File: src/rtl/leaf_uplink_arbiter.sv
// Leaf uplink stage: four per-source FIFOs, round-robin source arbitration, round-robin spread over non-full spine uplinks.
// Optional macro LEAF_UPLINK_DROP_CNT_EN builds the per-source saturating drop counters; otherwise drop_cnt is tied to zero.
module leaf_uplink_arbiter #(
   parameter int DWIDTH     = 16,
   parameter int FIFO_DEPTH = 8,
   parameter int LEAF_ID    = 1
) (
   input  logic              clk,
   input  logic              reset,
   input  logic [DWIDTH-1:0] src0_in_data,
   input  logic [DWIDTH-1:0] src1_in_data,
   input  logic [DWIDTH-1:0] src2_in_data,
   input  logic [DWIDTH-1:0] src3_in_data,
   input  logic              src0_in_valid,
   input  logic              src1_in_valid,
   input  logic              src2_in_valid,
   input  logic              src3_in_valid,
   output logic [3:0]        src_full,
   output logic [DWIDTH-1:0] up1_out_data,
   output logic [DWIDTH-1:0] up2_out_data,
   output logic [DWIDTH-1:0] up3_out_data,
   output logic [DWIDTH-1:0] up4_out_data,
   output logic              up1_out_valid,
   output logic              up2_out_valid,
   output logic              up3_out_valid,
   output logic              up4_out_valid,
   input  logic [3:0]        up_full,
   output logic [31:0]       drop_cnt
);
   localparam int AW = $clog2(FIFO_DEPTH);
   localparam logic [AW:0] DEPTH_CNT = (AW+1)'(FIFO_DEPTH);

   if (FIFO_DEPTH < 2 || (FIFO_DEPTH & (FIFO_DEPTH - 1)) != 0 || LEAF_ID < 0 || LEAF_ID > 3) begin : g_bad_param
      $error("leaf_uplink_arbiter: FIFO_DEPTH must be a power of two >= 2 and LEAF_ID must fit in 2 bits");
   end

   logic [DWIDTH-1:0] src_data [4];
   logic [DWIDTH-1:0] head_data [4];
   logic [DWIDTH-1:0] up_data_reg [4];
   logic [3:0]        src_valid;
   logic [3:0]        fifo_empty;
   logic [3:0]        push;
   logic [3:0]        pop;
   logic [3:0]        up_valid_reg;
   logic [1:0]        rr_src_reg;
   logic [1:0]        rr_up_reg;
   logic [1:0]        src_sel;
   logic [1:0]        up_sel;
   logic              src_found;
   logic              up_found;
   logic              grant;

   assign src_data[0] = src0_in_data;
   assign src_data[1] = src1_in_data;
   assign src_data[2] = src2_in_data;
   assign src_data[3] = src3_in_data;
   assign src_valid   = {src3_in_valid, src2_in_valid, src1_in_valid, src0_in_valid};

   genvar gi;
   generate
      for (gi = 0; gi < 4; gi++) begin : g_src
         logic [DWIDTH-1:0] mem [FIFO_DEPTH];
         logic [AW-1:0]     wr_ptr_reg;
         logic [AW-1:0]     rd_ptr_reg;
         logic [AW:0]       count_reg;

         // Fullness comes from the registered count, so a same-cycle pop never rescues a write.
         assign src_full[gi]   = (count_reg == DEPTH_CNT);
         assign fifo_empty[gi] = (count_reg == '0);
         assign push[gi]       = src_valid[gi] && !src_full[gi];
         assign pop[gi]        = grant && (src_sel == 2'(gi));
         assign head_data[gi]  = mem[rd_ptr_reg];

         always_ff @(posedge clk) begin
            if (push[gi]) begin
               mem[wr_ptr_reg] <= src_data[gi];
            end
         end

         always_ff @(posedge clk or negedge reset) begin
            if (!reset) begin
               wr_ptr_reg <= '0;
               rd_ptr_reg <= '0;
               count_reg  <= '0;
            end else begin
               if (push[gi]) begin
                  wr_ptr_reg <= wr_ptr_reg + AW'(1);
               end
               if (pop[gi]) begin
                  rd_ptr_reg <= rd_ptr_reg + AW'(1);
               end
               case ({push[gi], pop[gi]})
                  2'b10:   count_reg <= count_reg + (AW+1)'(1);
                  2'b01:   count_reg <= count_reg - (AW+1)'(1);
                  default: count_reg <= count_reg;
               endcase
            end
         end
      end
   endgenerate

   // Both searches scan four slots starting at their own round-robin pointer.
   always_comb begin
      src_sel   = rr_src_reg;
      src_found = 1'b0;
      up_sel    = rr_up_reg;
      up_found  = 1'b0;
      for (int k = 0; k < 4; k++) begin
         if (!src_found && !fifo_empty[rr_src_reg + 2'(k)]) begin
            src_found = 1'b1;
            src_sel   = rr_src_reg + 2'(k);
         end
         if (!up_found && !up_full[rr_up_reg + 2'(k)]) begin
            up_found = 1'b1;
            up_sel   = rr_up_reg + 2'(k);
         end
      end
      grant = src_found && up_found;
   end

   always_ff @(posedge clk or negedge reset) begin
      if (!reset) begin
         rr_src_reg   <= '0;
         rr_up_reg    <= '0;
         up_valid_reg <= '0;
         for (int j = 0; j < 4; j++) begin
            up_data_reg[j] <= '0;
         end
      end else begin
         up_valid_reg <= '0;
         if (grant) begin
            rr_src_reg              <= src_sel + 2'd1;
            rr_up_reg               <= up_sel + 2'd1;
            up_valid_reg[up_sel]    <= 1'b1;
            up_data_reg[up_sel]     <= head_data[src_sel];
         end
      end
   end

   assign up1_out_data  = up_data_reg[0];
   assign up2_out_data  = up_data_reg[1];
   assign up3_out_data  = up_data_reg[2];
   assign up4_out_data  = up_data_reg[3];
   assign up1_out_valid = up_valid_reg[0];
   assign up2_out_valid = up_valid_reg[1];
   assign up3_out_valid = up_valid_reg[2];
   assign up4_out_valid = up_valid_reg[3];

`ifdef LEAF_UPLINK_DROP_CNT_EN
   generate
      for (gi = 0; gi < 4; gi++) begin : g_drop
         logic [7:0] drop_reg;

         always_ff @(posedge clk or negedge reset) begin
            if (!reset) begin
               drop_reg <= '0;
            end else if (src_valid[gi] && src_full[gi] && drop_reg != 8'hFF) begin
               drop_reg <= drop_reg + 8'd1;
            end
         end

         assign drop_cnt[8*gi +: 8] = drop_reg;
      end
   endgenerate
`else
   assign drop_cnt = 32'h0;
`endif

endmodule

File: config.mk
export PLATFORM = sky130hd
export DESIGN_NAME = leaf_uplink_arbiter
export DESIGN_NICKNAME = d
export VERILOG_FILES = /design/src/rtl/leaf_uplink_arbiter.sv
export SDC_FILE = /design/constraint.sdc
export NUM_CORES = 1
export LEC_CHECK = 0
export BUFFER_PORTS_ARGS = -buffer_cell sky130_fd_sc_hd__buf_2
export CORE_ASPECT_RATIO = 0.9
export CORE_MARGIN = 2
export CORE_UTILIZATION = 40
export DETAILED_ROUTE_END_ITERATION = 10
export PLACE_DENSITY_LB_ADDON = 0.15
export SETUP_SLACK_MARGIN = 0.2
export SYNTH_ARGS = -nofsm -noshare
export SYNTH_HDL_FRONTEND = slang
export SYNTH_SLANG_ARGS = --single-unit
export TNS_END_PERCENT = 50
File: constraint.sdc
create_clock -name clk -period 3.3 [get_ports clk]
set_clock_uncertainty 0.15 [all_clocks]
set_input_delay 0.165 -clock clk [delete_from_list [all_inputs] [get_ports clk]]
set_output_delay 0.165 -clock clk [all_outputs]
set_load 0.1 [all_outputs]
==> flow_summary.html <==
<table>
<tr><th>Metric</th><th>Value</th></tr>
<tr><th colspan="2">Status</th></tr>
<tr><td>Status</td><td>completed</td></tr>
<tr><th colspan="2">Logic synthesis</th></tr>
<tr><td>Primary flip-flop cell chosen by synthesis mapping</td><td>edfxtp_1</td></tr>
<tr><td>Cell area after synthesis</td><td>0.0253 sq mm</td></tr>
<tr><td>Gate Count Post-Synth</td><td>1378</td></tr>
<tr><td>Portion of synthesized cell area occupied by the leading cell type</td><td>60.7%</td></tr>
<tr><td>Synth warnings</td><td>0</td></tr>
<tr><td>Distinct cell type count of the synthesized netlist</td><td>58</td></tr>
<tr><td>Post-synth ARST share</td><td>17.9%</td></tr>
<tr><td>Flops &amp; latches, synth</td><td>624</td></tr>
<tr><td>Mean instance size in the synthesized netlist</td><td>18.4 sq um</td></tr>
<tr><td>Most frequent cell after synthesis</td><td>edfxtp_1</td></tr>
<tr><td>Share of synthesized area occupied by flip-flops and latches</td><td>71.8%</td></tr>
<tr><td>Top cells by area in the synthesized netlist</td><td>edfxtp_1, mux4_2, dfrtp_1, a31oi_1, mux2_2</td></tr>
<tr><td>Commonest cells post-synth</td><td>edfxtp_1, mux4_2, dfrtp_1</td></tr>
<tr><td>Number of enable-type register cells in the synthesized netlist</td><td>512</td></tr>
<tr><td>Top cell type by total area after synthesis</td><td>edfxtp_1</td></tr>
<tr><th colspan="2">Setup path</th></tr>
<tr><td>Path depth of the worst reg2reg path</td><td>15</td></tr>
<tr><td>Reg-to-reg critical path endpoint</td><td>g_src[1].count_reg[3]</td></tr>
<tr><td>Critical Path AT</td><td>3.38 ns</td></tr>
<tr><td>Startpoint kind of the worst setup timing path</td><td>register</td></tr>
<tr><td>Maximum net fanout on the critical path</td><td>6</td></tr>
<tr><td>Startpoint of the most critical register-to-register path</td><td>g_src[2].count_reg[3]</td></tr>
<tr><td>CP Class</td><td>reg -&gt; reg</td></tr>
<tr><td>Required time of the critical path</td><td>3.61 ns</td></tr>
<tr><td>Kind of end point of the critical path</td><td>register</td></tr>
<tr><td>Minimum setup slack among reg-to-reg paths</td><td>0.24 ns</td></tr>
<tr><th colspan="2">Floorplanning</th></tr>
<tr><td>I/O pin count</td><td>178</td></tr>
<tr><td>Core Footprint</td><td>0.0626 sq mm</td></tr>
<tr><td>X dimension of the die</td><td>269 um</td></tr>
<tr><td>Std-Cell Rows</td><td>87</td></tr>
<tr><td>Vert. Die Dim</td><td>243 um</td></tr>
<tr><td>Die Outline Area</td><td>0.0653 sq mm</td></tr>
<tr><td>Starting density of the core</td><td>40.4%</td></tr>
<tr><th colspan="2">Layout</th></tr>
<tr><td>Share of layout cells above drive strength 1</td><td>34.0%</td></tr>
<tr><td>N_diodes</td><td>0</td></tr>
<tr><td>Register with the highest flop count</td><td>g_src.mem</td></tr>
<tr><td>Count of placed standard cells in the final layout, fillers left out</td><td>2608</td></tr>
<tr><td>Area growth, synth to finish</td><td>20.8%</td></tr>
<tr><td>Fillers</td><td>5286</td></tr>
<tr><td>Flip-flop count of the largest register, all copies and words added</td><td>512</td></tr>
<tr><td>Share of the core filled with cells in the final layout</td><td>48.9%</td></tr>
<tr><td>Number of nets in the finished design</td><td>1813</td></tr>
<tr><th colspan="2">Clock tree</th></tr>
<tr><td>Clock-pin transition on the worst setup and hold timing paths</td><td>0.06 ns</td></tr>
<tr><td>Worst skew pair latency</td><td>0.59 ns</td></tr>
<tr><td>CTS buffer count</td><td>68</td></tr>
<tr><td>Clock sink count</td><td>624</td></tr>
<tr><td>Clock tree root driver cell</td><td>clkbuf_16</td></tr>
<tr><td>H-tree levels</td><td>3</td></tr>
<tr><td>Clock tree from TritonCTS</td><td>built</td></tr>
<tr><td>Maximum buffer depth of the clock tree</td><td>3</td></tr>
<tr><th colspan="2">GRT</th></tr>
<tr><td>First-pass GRT wire length</td><td>89100 um</td></tr>
<tr><td>Maximum number of pins on one net before global-route repair</td><td>68</td></tr>
<tr><td>Number of global-route vias before repair</td><td>13800</td></tr>
<tr><td>Number of antenna violations at the first check in global routing</td><td>0</td></tr>
<tr><td>Overall Global Routing Usage</td><td>18.4%</td></tr>
<tr><td>GRT Residual Overflow</td><td>0</td></tr>
<tr><th colspan="2">Power</th></tr>
<tr><td>Internal power of the cells</td><td>19.2 mW</td></tr>
<tr><td>Switching component of the power</td><td>13.3 mW</td></tr>
<tr><td>Combinational group share of total power</td><td>43.5%</td></tr>
<tr><td>Worst vdd rail ir drop</td><td>0.000865 V</td></tr>
<tr><td>Part of the total power dissipated in the clock network</td><td>21.8%</td></tr>
<tr><td>Switching Share</td><td>41.0%</td></tr>
<tr><td>Total leakage power</td><td>10.9 nW</td></tr>
<tr><td>Sequential cell fraction of total power</td><td>34.7%</td></tr>
<tr><td>Power per Cell Area</td><td>1060 mW/mm^2</td></tr>
<tr><th colspan="2">Timing</th></tr>
<tr><td>Setup total negative slack</td><td>0 ns</td></tr>
<tr><td>Period Utilization, post-route</td><td>92.9%</td></tr>
<tr><td>Final max-slew violation count</td><td>0</td></tr>
<tr><td>Final-report setup violation count</td><td>0</td></tr>
<tr><td>Achievable clock frequency</td><td>326 MHz</td></tr>
<tr><td>Actual transition at the worst max-transition pin</td><td>0.922 ns</td></tr>
<tr><td>Number of endpoints with negative hold slack in the final report</td><td>0</td></tr>
<tr><td>Unrepaired setup endpoints after global routing</td><td>yes</td></tr>
<tr><td>Final worst path period need</td><td>3.06 ns</td></tr>
<tr><td>Slew Limit Headroom</td><td>38.6%</td></tr>
<tr><th colspan="2">Routing</th></tr>
<tr><td>DRT antenna net count</td><td>0</td></tr>
<tr><td>Vias after detailed routing</td><td>13600</td></tr>
<tr><td>Ratio of routed vias to standard cells</td><td>5.20</td></tr>
<tr><td>Post-detailed-route DRC marker count</td><td>0</td></tr>
<tr><td>Final routed wire length divided by cell count</td><td>23.0 um</td></tr>
<tr><td>Total routed wirelength</td><td>59900 um</td></tr>
<tr><td>DRT Pass-1 Iters</td><td>5</td></tr>
<tr><td>Violation count after the first detailed-routing iteration</td><td>984</td></tr>
<tr><th colspan="2">Min path</th></tr>
<tr><td>Hold Path Stages</td><td>5</td></tr>
<tr><td>Critical hold path startpoint</td><td>up_full[1]</td></tr>
<tr><td>Path class of the lowest-slack min-delay path</td><td>in -&gt; reg</td></tr>
<tr><td>Destination of the worst hold path</td><td>rr_up_reg[0]</td></tr>
<tr><th colspan="2">Place</th></tr>
<tr><td>Count of buffers inserted at the top-level ports</td><td>145</td></tr>
<tr><td>Number of placed cells counting well taps</td><td>2397</td></tr>
<tr><td>HPWL Detailed</td><td>38800 um</td></tr>
<tr><td>Global placement routability congestion</td><td>0.774</td></tr>
<tr><th colspan="2">Run</th></tr>
<tr><td>Number of maximum-capacitance constraint violations</td><td>0</td></tr>
</table>
## critical path, stage by stage, from the launching register on
cell and delay [ns]:
dfrtp_1 0.40, buf_6 0.14, nor4_4 0.28, buf_4 0.20
nor2_2 0.05, o21ai_2 0.16, buf_4 0.14, nand3_4 0.09
nor3_4 0.29, ha_4 0.20, ha_4 0.20, a21o_1 0.16
a21oi_2 0.14, xnor2_1 0.13, nor2_1 0.08, xor2_1 0.14
## cell families after synthesis
family	synth area share [%]
xor+xnor	1.00
mux	14.4
fa+ha+maj	1.50
buf+inv	2.99
other cells	0.0148
compound gates	4.50
flops	71.8
simple gates	3.76
## final cells by class
cell class | count | area, sq um | share of cell area, %
clock buffers | 102 | 1910 | 6.25
well taps | 845 | 1060 | 3.46
repair buffers | 333 | 2380 | 7.78
flip-flops and latches | 624 | 18200 | 59.5
multi-input cells | 657 | 6790 | 22.2
clock inverters | 20 | 156 | 0.511
inverters | 27 | 101 | 0.331
## worst max-delay path by stage
stage                           from  slack [ns]               endpoint  cells past startpoint
2_1_floorplan  g_src[0].count_reg[0]        0.20  g_src[3].count_reg[3]                     12
3_3_place_gp   g_src[3].count_reg[3]        0.04  g_src[0].count_reg[3]                     14
3_5_place_dp   g_src[3].count_reg[3]     -0.0009  g_src[0].count_reg[3]                     14
4_1_cts        g_src[3].count_reg[3]        0.19  g_src[1].count_reg[3]                     12
5_1_grt        g_src[2].count_reg[3]        0.12  g_src[1].count_reg[3]                     15
6_report       g_src[2].count_reg[3]        0.24  g_src[1].count_reg[3]                     15
## power groups by stage
| stage | Combinational, mW | Clock [mW] | Sequential, mW |
|---|---|---|---|
| after global routing | 15.1 | 7.60 | 11.5 |
| final | 14.2 | 7.10 | 11.3 |
| after floorplan | 7.13 | 0 | 14.0 |
| after CTS | 14.0 | 7.27 | 11.3 |
| after detailed placement | 13.8 | 0 | 11.5 |
| after global placement | 13.7 | 0 | 11.4 |
## metrics by stage
step	power, mW	worst slack [ns]	cell area (sq um)	hold slack (ns)
CTS	32.6	0.188	30300	0.00266
global placement	25.1	0.0359	27400	0.204
floorplan	21.1	0.201	25400	-0.281
finish	32.6	0.235	30600	0.0447
global route	34.2	0.124	30600	0.0898
detailed placement	25.3	-0.000950	27400	0.214
## cell usage in the layout (no fill, tap or decap), drive strengths merged, types with 3 or more instances in the layout
master       synthesis  layout
dfrtp              112     112
fa                   4       4
nand2b              11      11
and2                 9       9
mux2                37      37
conb                 1      32
mux2i               35      35
dlygate4sd3          0      70
a21o                 4       4
xor2                12      12
clkbuf              27     102
nor3                18      18
o21ai               25      25
edfxtp             512     512
o22ai                3       3
xnor2               17      17
inv                 26      28
a21oi               42      42
a31oi               64      64
buf                 73     263
nand3                7       7
o21a                 3       3
ha                  24      24
nor2                97      97
clkinv               1      16
nand2               43      43
o211ai              17      17
nor4                 7       7
mux4               128     128
or4                  4       4
## layer usage
layer  part of all wire [%]  GRT usage (%)  routed length [um]
met4                    1.8           4.40                1060
met5                      0              0                   0
met1                     47           27.3               28400
met2                     46           28.2               27600
met3                    4.7           3.57                2830
## timing repair
action | in CTS | in global routing
pin swaps | 6 | 27
gates resized for setup | 9 | 29
buffers inserted | 3 | 16
hold buffers | 70 | 0
endpoints found under the hold margin | 588 | 0
setup endpoints to repair | 5 | 8
Power figures use the tool's default switching activity.
